<file path="config.mk">
export PLATFORM = sky130hd
export DESIGN_NAME = rob_multi
export DESIGN_NICKNAME = d
export VERILOG_FILES = /design/src/rtl/rob_multi.sv
export SDC_FILE = /design/constraint.sdc
export NUM_CORES = 2
export LEC_CHECK = 0
export CORE_MARGIN = 5
export CORE_UTILIZATION = 50
export CTS_BUF_LIST = sky130_fd_sc_hd__clkbuf_4
export CTS_CLUSTER_SIZE = 16
export DETAILED_ROUTE_END_ITERATION = 7
export PLACE_DENSITY = 0.68
export SETUP_SLACK_MARGIN = 0.02
export SYNTH_ARGS = -nofsm -noshare
export SYNTH_HDL_FRONTEND = slang
export SYNTH_SLANG_ARGS = --single-unit
</file>
<file path="constraint.sdc">
create_clock -name clk_in -period 6.5 [get_ports clk_in]
set_input_delay 0.975 -clock clk_in [delete_from_list [all_inputs] [get_ports clk_in]]
set_output_delay 0.975 -clock clk_in [all_outputs]
set_load 0.02 [all_outputs]
</file>
<file path="src/rtl/rob_multi.sv">
// Reorder buffer: circular queue filled in program order, two writeback channels,
// in-order retire with branch/jalr resolution, store release and pipeline flush.
module rob_multi #(
    parameter  int DEPTH       = 16,
    parameter  int FULL_MARGIN = 2,
    localparam int ADDR_W      = $clog2(DEPTH)
) (
    input  logic              clk_in,
    input  logic              rst_in,
    input  logic              rdy_in,
    input  logic              issue_valid,
    input  logic [31:0]       issue_pc,
    input  logic [2:0]        issue_type,
    input  logic [4:0]        issue_rd,
    input  logic [31:0]       issue_imm,
    input  logic              issue_pred_taken,
    output logic [ADDR_W-1:0] issue_tag,
    output logic              rob_full,
    input  logic              alu_valid,
    input  logic [ADDR_W-1:0] alu_tag,
    input  logic [31:0]       alu_value,
    input  logic              lsb_valid,
    input  logic [ADDR_W-1:0] lsb_tag,
    input  logic [31:0]       lsb_value,
    output logic              commit_valid,
    output logic [ADDR_W-1:0] commit_tag,
    output logic [4:0]        commit_rd,
    output logic [31:0]       commit_value,
    output logic              store_commit,
    output logic              flush,
    output logic [31:0]       redirect_pc
);
    localparam logic [2:0]    T_STORE   = 3'd1;
    localparam logic [2:0]    T_BRANCH  = 3'd2;
    localparam logic [2:0]    T_JAL     = 3'd3;
    localparam logic [2:0]    T_JALR    = 3'd4;
    localparam logic [ADDR_W:0] DEPTH_CNT = (ADDR_W+1)'(DEPTH);
    localparam logic [ADDR_W:0] FULL_LVL  = (ADDR_W+1)'(DEPTH - FULL_MARGIN);

    logic [ADDR_W-1:0] head, tail;
    logic [ADDR_W:0]   count;
    logic [DEPTH-1:0]  ent_valid, ent_ready, ent_pred;
    logic [2:0]        ent_type  [DEPTH];
    logic [4:0]        ent_rd    [DEPTH];
    logic [31:0]       ent_pc    [DEPTH];
    logic [31:0]       ent_imm   [DEPTH];
    logic [31:0]       ent_value [DEPTH];
    logic              commit_valid_q, store_commit_q, flush_q;

    logic        active, do_issue, do_commit, alu_hit, lsb_hit;
    logic        is_store, is_branch, is_jal, is_jalr, mispredict, need_flush;
    logic [31:0] link_pc, redir_nxt, value_nxt;

    assign issue_tag = tail;
    assign rob_full  = count >= FULL_LVL;

    // Pulses are held as state while rdy_in is low, but only shown when enabled.
    assign commit_valid = commit_valid_q & rdy_in;
    assign store_commit = store_commit_q & rdy_in;
    assign flush        = flush_q & rdy_in;

    assign active    = rdy_in && !flush_q;
    assign do_issue  = active && issue_valid && (count < DEPTH_CNT);
    assign do_commit = active && (count != '0) && ent_valid[head] && ent_ready[head];
    assign alu_hit   = active && alu_valid && ent_valid[alu_tag];
    assign lsb_hit   = active && lsb_valid && ent_valid[lsb_tag];

    always_comb begin
        is_store   = ent_type[head] == T_STORE;
        is_branch  = ent_type[head] == T_BRANCH;
        is_jal     = ent_type[head] == T_JAL;
        is_jalr    = ent_type[head] == T_JALR;
        mispredict = is_branch && (ent_value[head][0] != ent_pred[head]);
        need_flush = mispredict || is_jalr;
        link_pc    = ent_pc[head] + 32'd4;
        value_nxt  = (is_jal || is_jalr) ? link_pc : ent_value[head];
        redir_nxt  = link_pc;
        if (is_jalr)
            redir_nxt = {ent_value[head][31:1], 1'b0};
        else if (ent_value[head][0])
            redir_nxt = ent_pc[head] + ent_imm[head];
    end

    always_ff @(posedge clk_in or posedge rst_in) begin
        if (rst_in) begin
            head           <= '0;
            tail           <= '0;
            count          <= '0;
            ent_valid      <= '0;
            ent_ready      <= '0;
            commit_valid_q <= 1'b0;
            store_commit_q <= 1'b0;
            flush_q        <= 1'b0;
            commit_tag     <= '0;
            commit_rd      <= '0;
            commit_value   <= '0;
            redirect_pc    <= '0;
        end else if (rdy_in) begin
            if (flush_q) begin
                head           <= '0;
                tail           <= '0;
                count          <= '0;
                ent_valid      <= '0;
                ent_ready      <= '0;
                commit_valid_q <= 1'b0;
                store_commit_q <= 1'b0;
                flush_q        <= 1'b0;
            end else begin
                commit_valid_q <= do_commit && !is_store && !is_branch;
                store_commit_q <= do_commit && is_store;
                flush_q        <= do_commit && need_flush;
                if (do_commit) begin
                    commit_tag      <= head;
                    commit_rd       <= ent_rd[head];
                    commit_value    <= value_nxt;
                    ent_valid[head] <= 1'b0;
                    head            <= head + 1'b1;
                    if (need_flush)
                        redirect_pc <= redir_nxt;
                end
                if (do_issue) begin
                    ent_valid[tail] <= 1'b1;
                    ent_ready[tail] <= 1'b0;
                    tail            <= tail + 1'b1;
                end
                if (alu_hit)
                    ent_ready[alu_tag] <= 1'b1;
                if (lsb_hit)
                    ent_ready[lsb_tag] <= 1'b1;
                case ({do_issue, do_commit})
                    2'b10:   count <= count + 1'b1;
                    2'b01:   count <= count - 1'b1;
                    default: count <= count;
                endcase
            end
        end
    end

    // Payload needs no reset: an entry is only read once its valid bit is set.
    always_ff @(posedge clk_in) begin
        if (do_issue) begin
            ent_type[tail] <= issue_type;
            ent_rd[tail]   <= issue_rd;
            ent_pc[tail]   <= issue_pc;
            ent_imm[tail]  <= issue_imm;
            ent_pred[tail] <= issue_pred_taken;
        end
        if (alu_hit)
            ent_value[alu_tag] <= alu_value;
        if (lsb_hit)
            ent_value[lsb_tag] <= lsb_value;
    end
endmodule

</file>
-- After elaboration in Yosys (flattened, before gate mapping)
Memories as Yosys holds them, arrays and structs flattened. A register that Yosys moved wholly into a read port is not among the register bits.
Cells that the tools add are included.
- RAM bits: 1664
- bits in registers: 132
- input port bits: 151
- logic and storage cells: 134
- memories: 5
- output and inout port bits: 81
- bitwise logic cells: 11
- muxes and demuxes: 50
- order comparisons: 10
- add/sub/neg operators: 6
- eq/ne operators: 7
- reduce and logical (&&, ||, !) cells: 33
- memories (name ; depth ; width ; read ports ; clocked after memory_dff ; wr ports ; line ; source):
    ent_imm ; 16 ; 32 ; 1 ; 0 ; 1 ; 46 ; logic [31:0] ent_imm [DEPTH];
    ent_pc ; 16 ; 32 ; 1 ; 0 ; 1 ; 45 ; logic [31:0] ent_pc [DEPTH];
    ent_value ; 16 ; 32 ; 1 ; 0 ; 2 ; 47 ; logic [31:0] ent_value [DEPTH];
    ent_rd ; 16 ; 5 ; 1 ; 1 ; 1 ; 44 ; logic [4:0] ent_rd [DEPTH];
    ent_type ; 16 ; 3 ; 1 ; 0 ; 1 ; 43 ; logic [2:0] ent_type [DEPTH];
- operators with widths (cell ; count):
    $mux 16 ; 13
    $mux 32 ; 3
    $or 16x16->16 ; 3
    $add 32x3->32 const B ; 1
    $add 32x32->32 ; 1
    $and 16x16->16 ; 2
    $not 16->16 ; 2
    $bmux 1 s4 ; 5
    $lt 4x5->1 const B ; 4
    $logic_and 1x1->1 ; 19
    $mux 1 ; 18
    $bwmux 16 ; 1
    $demux 1 s4 ; 4
    $ge 4x1->1 const B ; 4
    $mux 4 ; 4
    $pmux 5 s2 ; 1
    $add 4x1->4 const B ; 2
    $eq 3x2->1 const B ; 2
    $reduce_and 2->1 ; 3
    $add 5x1->5 const B ; 1
    $ge 5x4->1 const B ; 1
    $lt 5x5->1 const B ; 1
    $mux 5 ; 1
    $reduce_bool 5->1 ; 1
    other kinds (14) ; 20

-- Longest topological paths before layout
- depth in word-level cells: 16
- mapped depth: 22
- depth with buffers taken out: 13

-- Least setup slack after synthesis
Ideal clock, no wire load.
- path type: reg-to-reg
- start: register head[0]
- end: register redirect_pc[30]
- stages on the path, launching flop included: 23
- library setup time: 0.133 ns
- period minus slack after synthesis: 6.273 ns
- arrival: 6.140 ns
- path buffers: 9
- slack: 0.227 ns
- required time: 6.367 ns
- path through: dfrtp_1 buf_6 buf_8 buf_12 buf_6 buf_6 buf_6 buf_2 clkbuf_1 buf_2 mux4_2 mux4_2 ha_1 fa_1 a21o_1 a221oi_1 a211oi_1 o21ai_0 a211oi_1 or3_1 and4b_1 a2111oi_1 nor3_1
- word-level cells in the longest chain between the ends: 6
- elaborated cells on any way between the ends: 22
- classes of those cells: add/sub: 2; eq/ne: 3; mux: 8; reduce/logical: 5; memory: 4
- ends and longest elaborated chain (what ; line ; source):
    start: declaration ; 40 ; logic [ADDR_W-1:0] head, tail;
    start signal: assignment ; 117 ; head <= head + 1'b1;
    branches (longest 6 deep; another with $mem_v2 16x32) ; -- ;
    end signal: assignment ; 119 ; redirect_pc <= redir_nxt;
    end: declaration ; 31 ; output logic [31:0] redirect_pc
Several ways; the timed one is not identified. The select of a mux whose other input is x is not followed.
A chain may end at the register's enable or synchronous reset.

-- Final worst setup path
Same ends and word-level chain as after synthesis.

==> flow_metrics.env <==
export IMPL_synth_edff_count=1680
export IMPL_switching_share_pct=35.94
export IMPL_clock_path_buffers=4
export IMPL_start_util_pct=50.14
export IMPL_drive_gt1_share_pct=38.62
export IMPL_gp_congestion=0.8759
export IMPL_drtPass1Iterations=8
export IMPL_tns_ns=0
export IMPL_yosysTopAreaCellShare_pct=64.63
export IMPL_power_frac_comb_pct=38.1
export IMPL_r2r_cells=13
export IMPL_slew_headroom_pct=22.78
export IMPL_reg2reg_from="head[0]"
export IMPL_internal_power_mw=23.95
export IMPL_grt_overflow=0
export IMPL_synth_area_leaders="edfxtp_1, mux4_2, mux2_2, dfrtp_1, mux4_1"
export IMPL_yosysSeqAreaShare_pct=68.51
export IMPL_htreeDepth=5
export IMPL_r2r_end="redirect_pc[30]"
export IMPL_cp_num_buf_inv=1
export IMPL_tightest_slew_ns=1.158
export IMPL_syn_num_nets=4201
export IMPL_cp_top_family="compound AO/OA/AOI/OAI gates"
export IMPL_synth_common_cells="edfxtp_1, mux2_2, mux4_2"
export IMPL_synth_flop_cell="edfxtp_1"
export IMPL_status="complete, no violations"
export IMPL_cts_root_buf="clkbuf_4"
export IMPL_cp_startpoint="head[0]"
export IMPL_min_path_type="input pin to flop"
export IMPL_clk_latency_ns=1.44
export IMPL_yosys_warnings=0
export IMPL_io_buffers=231
export IMPL_cap_viol_max_count=0
export IMPL_tritoncts="yes"
export IMPL_grt_usage_pct=26.55
export IMPL_design_area_um2=88900
export IMPL_ioPinCount=232
export IMPL_slew_viol_final=0
export IMPL_cp_slowest_cell="o21ai_0"
export IMPL_synth_async_reset_ratio_pct=6.718
export IMPL_min_path_cells=3
export IMPL_core_area_um2=155700
export IMPL_crit_cells=13
export IMPL_vias=43380
export IMPL_synth_area_per_cell_um2=19.49
export IMPL_final_nets=4726
export IMPL_path_max_fanout=23
export IMPL_hold_viol=0
export IMPL_p_switching_mw=13.44
export IMPL_clkPwrFrac_pct=25.2
export IMPL_post_cts_buffers=0
export IMPL_final_util_pct=57.11
export IMPL_die_y_um=405.1
export IMPL_place_hpwl_um=126500
export IMPL_finalCritPeriodShare_pct=92.56
export IMPL_power_leakage_nw=29.17
export IMPL_antenna_found_initial=41
export IMPL_grt_pass1_wl_um=312500
export IMPL_ant_nets=0
export IMPL_rrSetupSlack_ns=0.48
export IMPL_grt_max_degree=127
export IMPL_power_density_nw_per_um2=420.5
export IMPL_fillers=11790
export IMPL_start_kind="flop"
export IMPL_cp_cell_sequence="buf_4 > mux4_2 > mux4_2 > ha_1 > a21o_1 > a221oi_1 > a211oi_1 > o21ai_0 > a211oi_1 > or3_1 > and4b_1 > a2111oi_1 > nor3_1"
export IMPL_peakVddDrop_mv=0.3236
export IMPL_cp_arrival_ns=7.27
export IMPL_routedWlPerCell_um=31.27
export IMPL_cts_reportedPaths_clkPinSlew_ns=0.07
export IMPL_drt_iter0_drc=5111
export IMPL_synthesis_area_um2=78060
export IMPL_synth_area_leader_cell="edfxtp_1"
export IMPL_fmax_mhz=166.2
export IMPL_setup_violations=0
export IMPL_ys_ff_latch=1801
export IMPL_numCtsBuffers=461
export IMPL_fin_worst_skew_ns=0.1491
export IMPL_die_w_um=405.1
export IMPL_grt_pass1_vias=44390
export IMPL_min_period_ns=6.017
export IMPL_placedInstanceArea_um2=83180
export IMPL_vias_per_cell=6.249
export IMPL_wirelength_um=217100
export IMPL_crit_path_end="redirect_pc[30]"
export IMPL_seq_power_share_pct=36.7
export IMPL_rows=145
export IMPL_cp_slowest_stage_delay_ns=0.91
export IMPL_cp_required_ns=7.76
export IMPL_clkSinkCount=1801
export IMPL_area_delta_synth_final_pct=13.89
export IMPL_die_area_um2=164100
export IMPL_rsz0062_at_grt="false"
export IMPL_synth_cells=4005
export IMPL_crit_type="flop to flop"
export IMPL_cp_end_kind="flop"
export IMPL_drc=0
export IMPL_synth_most_common_cell="edfxtp_1"
export IMPL_synth_cell_type_count=75
[stage by stage]
| stage | hold slack (ns) | total power [mW] | worst slack [ns] | cells |
|---|---|---|---|---|
| floorplan | 0.4420 | 23.13 | 0.2274 | 4005 |
| global placement | 0.4513 | 27.94 | 0.5974 | 6124 |
| detailed placement | 0.4623 | 28.03 | 0.5623 | 6124 |
| CTS | 0.2323 | 37.45 | 0.5440 | 6918 |
| global route | 0.3019 | 39.16 | 0.1879 | 6935 |
| finish | 0.4070 | 37.38 | 0.4834 | 6942 |
[repair_timing]
item                       in CTS  in global routing
hold endpoints to repair       12                  0
hold buffers                    1                  0
setup endpoints to repair       0                  0
gates resized for setup         0                  0
[cell families after synthesis]
kind of cell | Yosys count | synth area share, %
compound gates | 340 | 2.794
fa+ha+maj | 45 | 0.7406
flops | 1801 | 68.51
xor+xnor | 61 | 0.6845
mux | 1069 | 22.98
simple gates | 376 | 2.387
buf+inv | 313 | 1.901
[worst min-delay path by stage]
stage	to	slack, ns	from
after global routing	flush_q	0.30	rdy_in
after CTS	flush_q	0.23	rdy_in
after global placement	ent_ready[3]	0.45	ent_ready[3]
after detailed placement	commit_rd[2]	0.46	commit_rd[2]
after floorplan	ent_ready[10]	0.44	ent_ready[10]
final	flush_q	0.41	rdy_in
[worst reg2reg max path, delay by kind of cell (launching register included)]
family | cells | cell delay (ns)
AOI/OAI and AO/OA | 6 | 2.51
adders and majority gates | 1 | 0.38
buffers and inverters | 1 | 0.49
DFF | 1 | 0.62
muxes | 2 | 1.14
and+or+nand+nor | 3 | 0.76
[registers in the layout (all words and copies together), names as in the netlist]
name,flops
ent_imm,512
ent_pc,512
ent_value,512
ent_rd,80
ent_type,48
commit_value,32
redirect_pc,32
ent_pred,16
ent_ready,16
ent_valid,16
commit_rd,5
count,5
commit_tag,4
head,4
issue_tag,4
commit_valid_q,1
flush_q,1
store_commit_q,1
[cell type report]
cell class                 count  area (um2)  area share (%)
tap                         2058        2575           2.896
clock buffer                 678        5090           5.725
clock inverter               115       556.8          0.6263
multi-input combinational   1891       23460           26.39
timing repair buffer         348        3556           4.000
sequential                  1801       53490           60.17
antenna                       24       60.06         0.06756
inverter                      27       108.9          0.1224
[per-layer routing]
layer  share of wire [%]  wire [um]  GRT usage, %  vias to the layer above
met1                  41      88220         38.29                    22650
met2                  46      98820         39.44                     2368
li1                    -          -             -                    17930
met5               0.064        138             0                        -
met4                 3.0       6497         9.287                       22
met3                  11      23440         7.286                      406
[power groups by stage]
stage / Sequential, mW / Clock, mW / Combinational [mW]
after floorplan: 14.0 / 0 / 9.17
after global placement: 13.9 / 0 / 14.0
after detailed placement: 14.0 / 0 / 14.1
after CTS: 13.7 / 9.60 / 14.1
after global routing: 13.8 / 10.3 / 15.1
final: 13.7 / 9.41 / 14.2
[cells in the final DEF (no fill, tap or decap), drive strengths merged, types with 20 or more instances in the layout]
cell / n
nand3: 37
inv: 32
buf: 116
xor2: 20
ha: 43
o21ai: 115
nand2b: 28
xnor2: 41
a22oi: 40
dfrtp: 121
a21o: 32
nand2: 157
mux4: 514
edfxtp: 1680
clkinv: 106
clkbuf: 678
nor2: 49
mux2: 517
mux2i: 38
and2: 22
a31oi: 21
a21oi: 42
diode: 24
clkdlybuf4s50: 231
(Power assumes the default switching activity.)
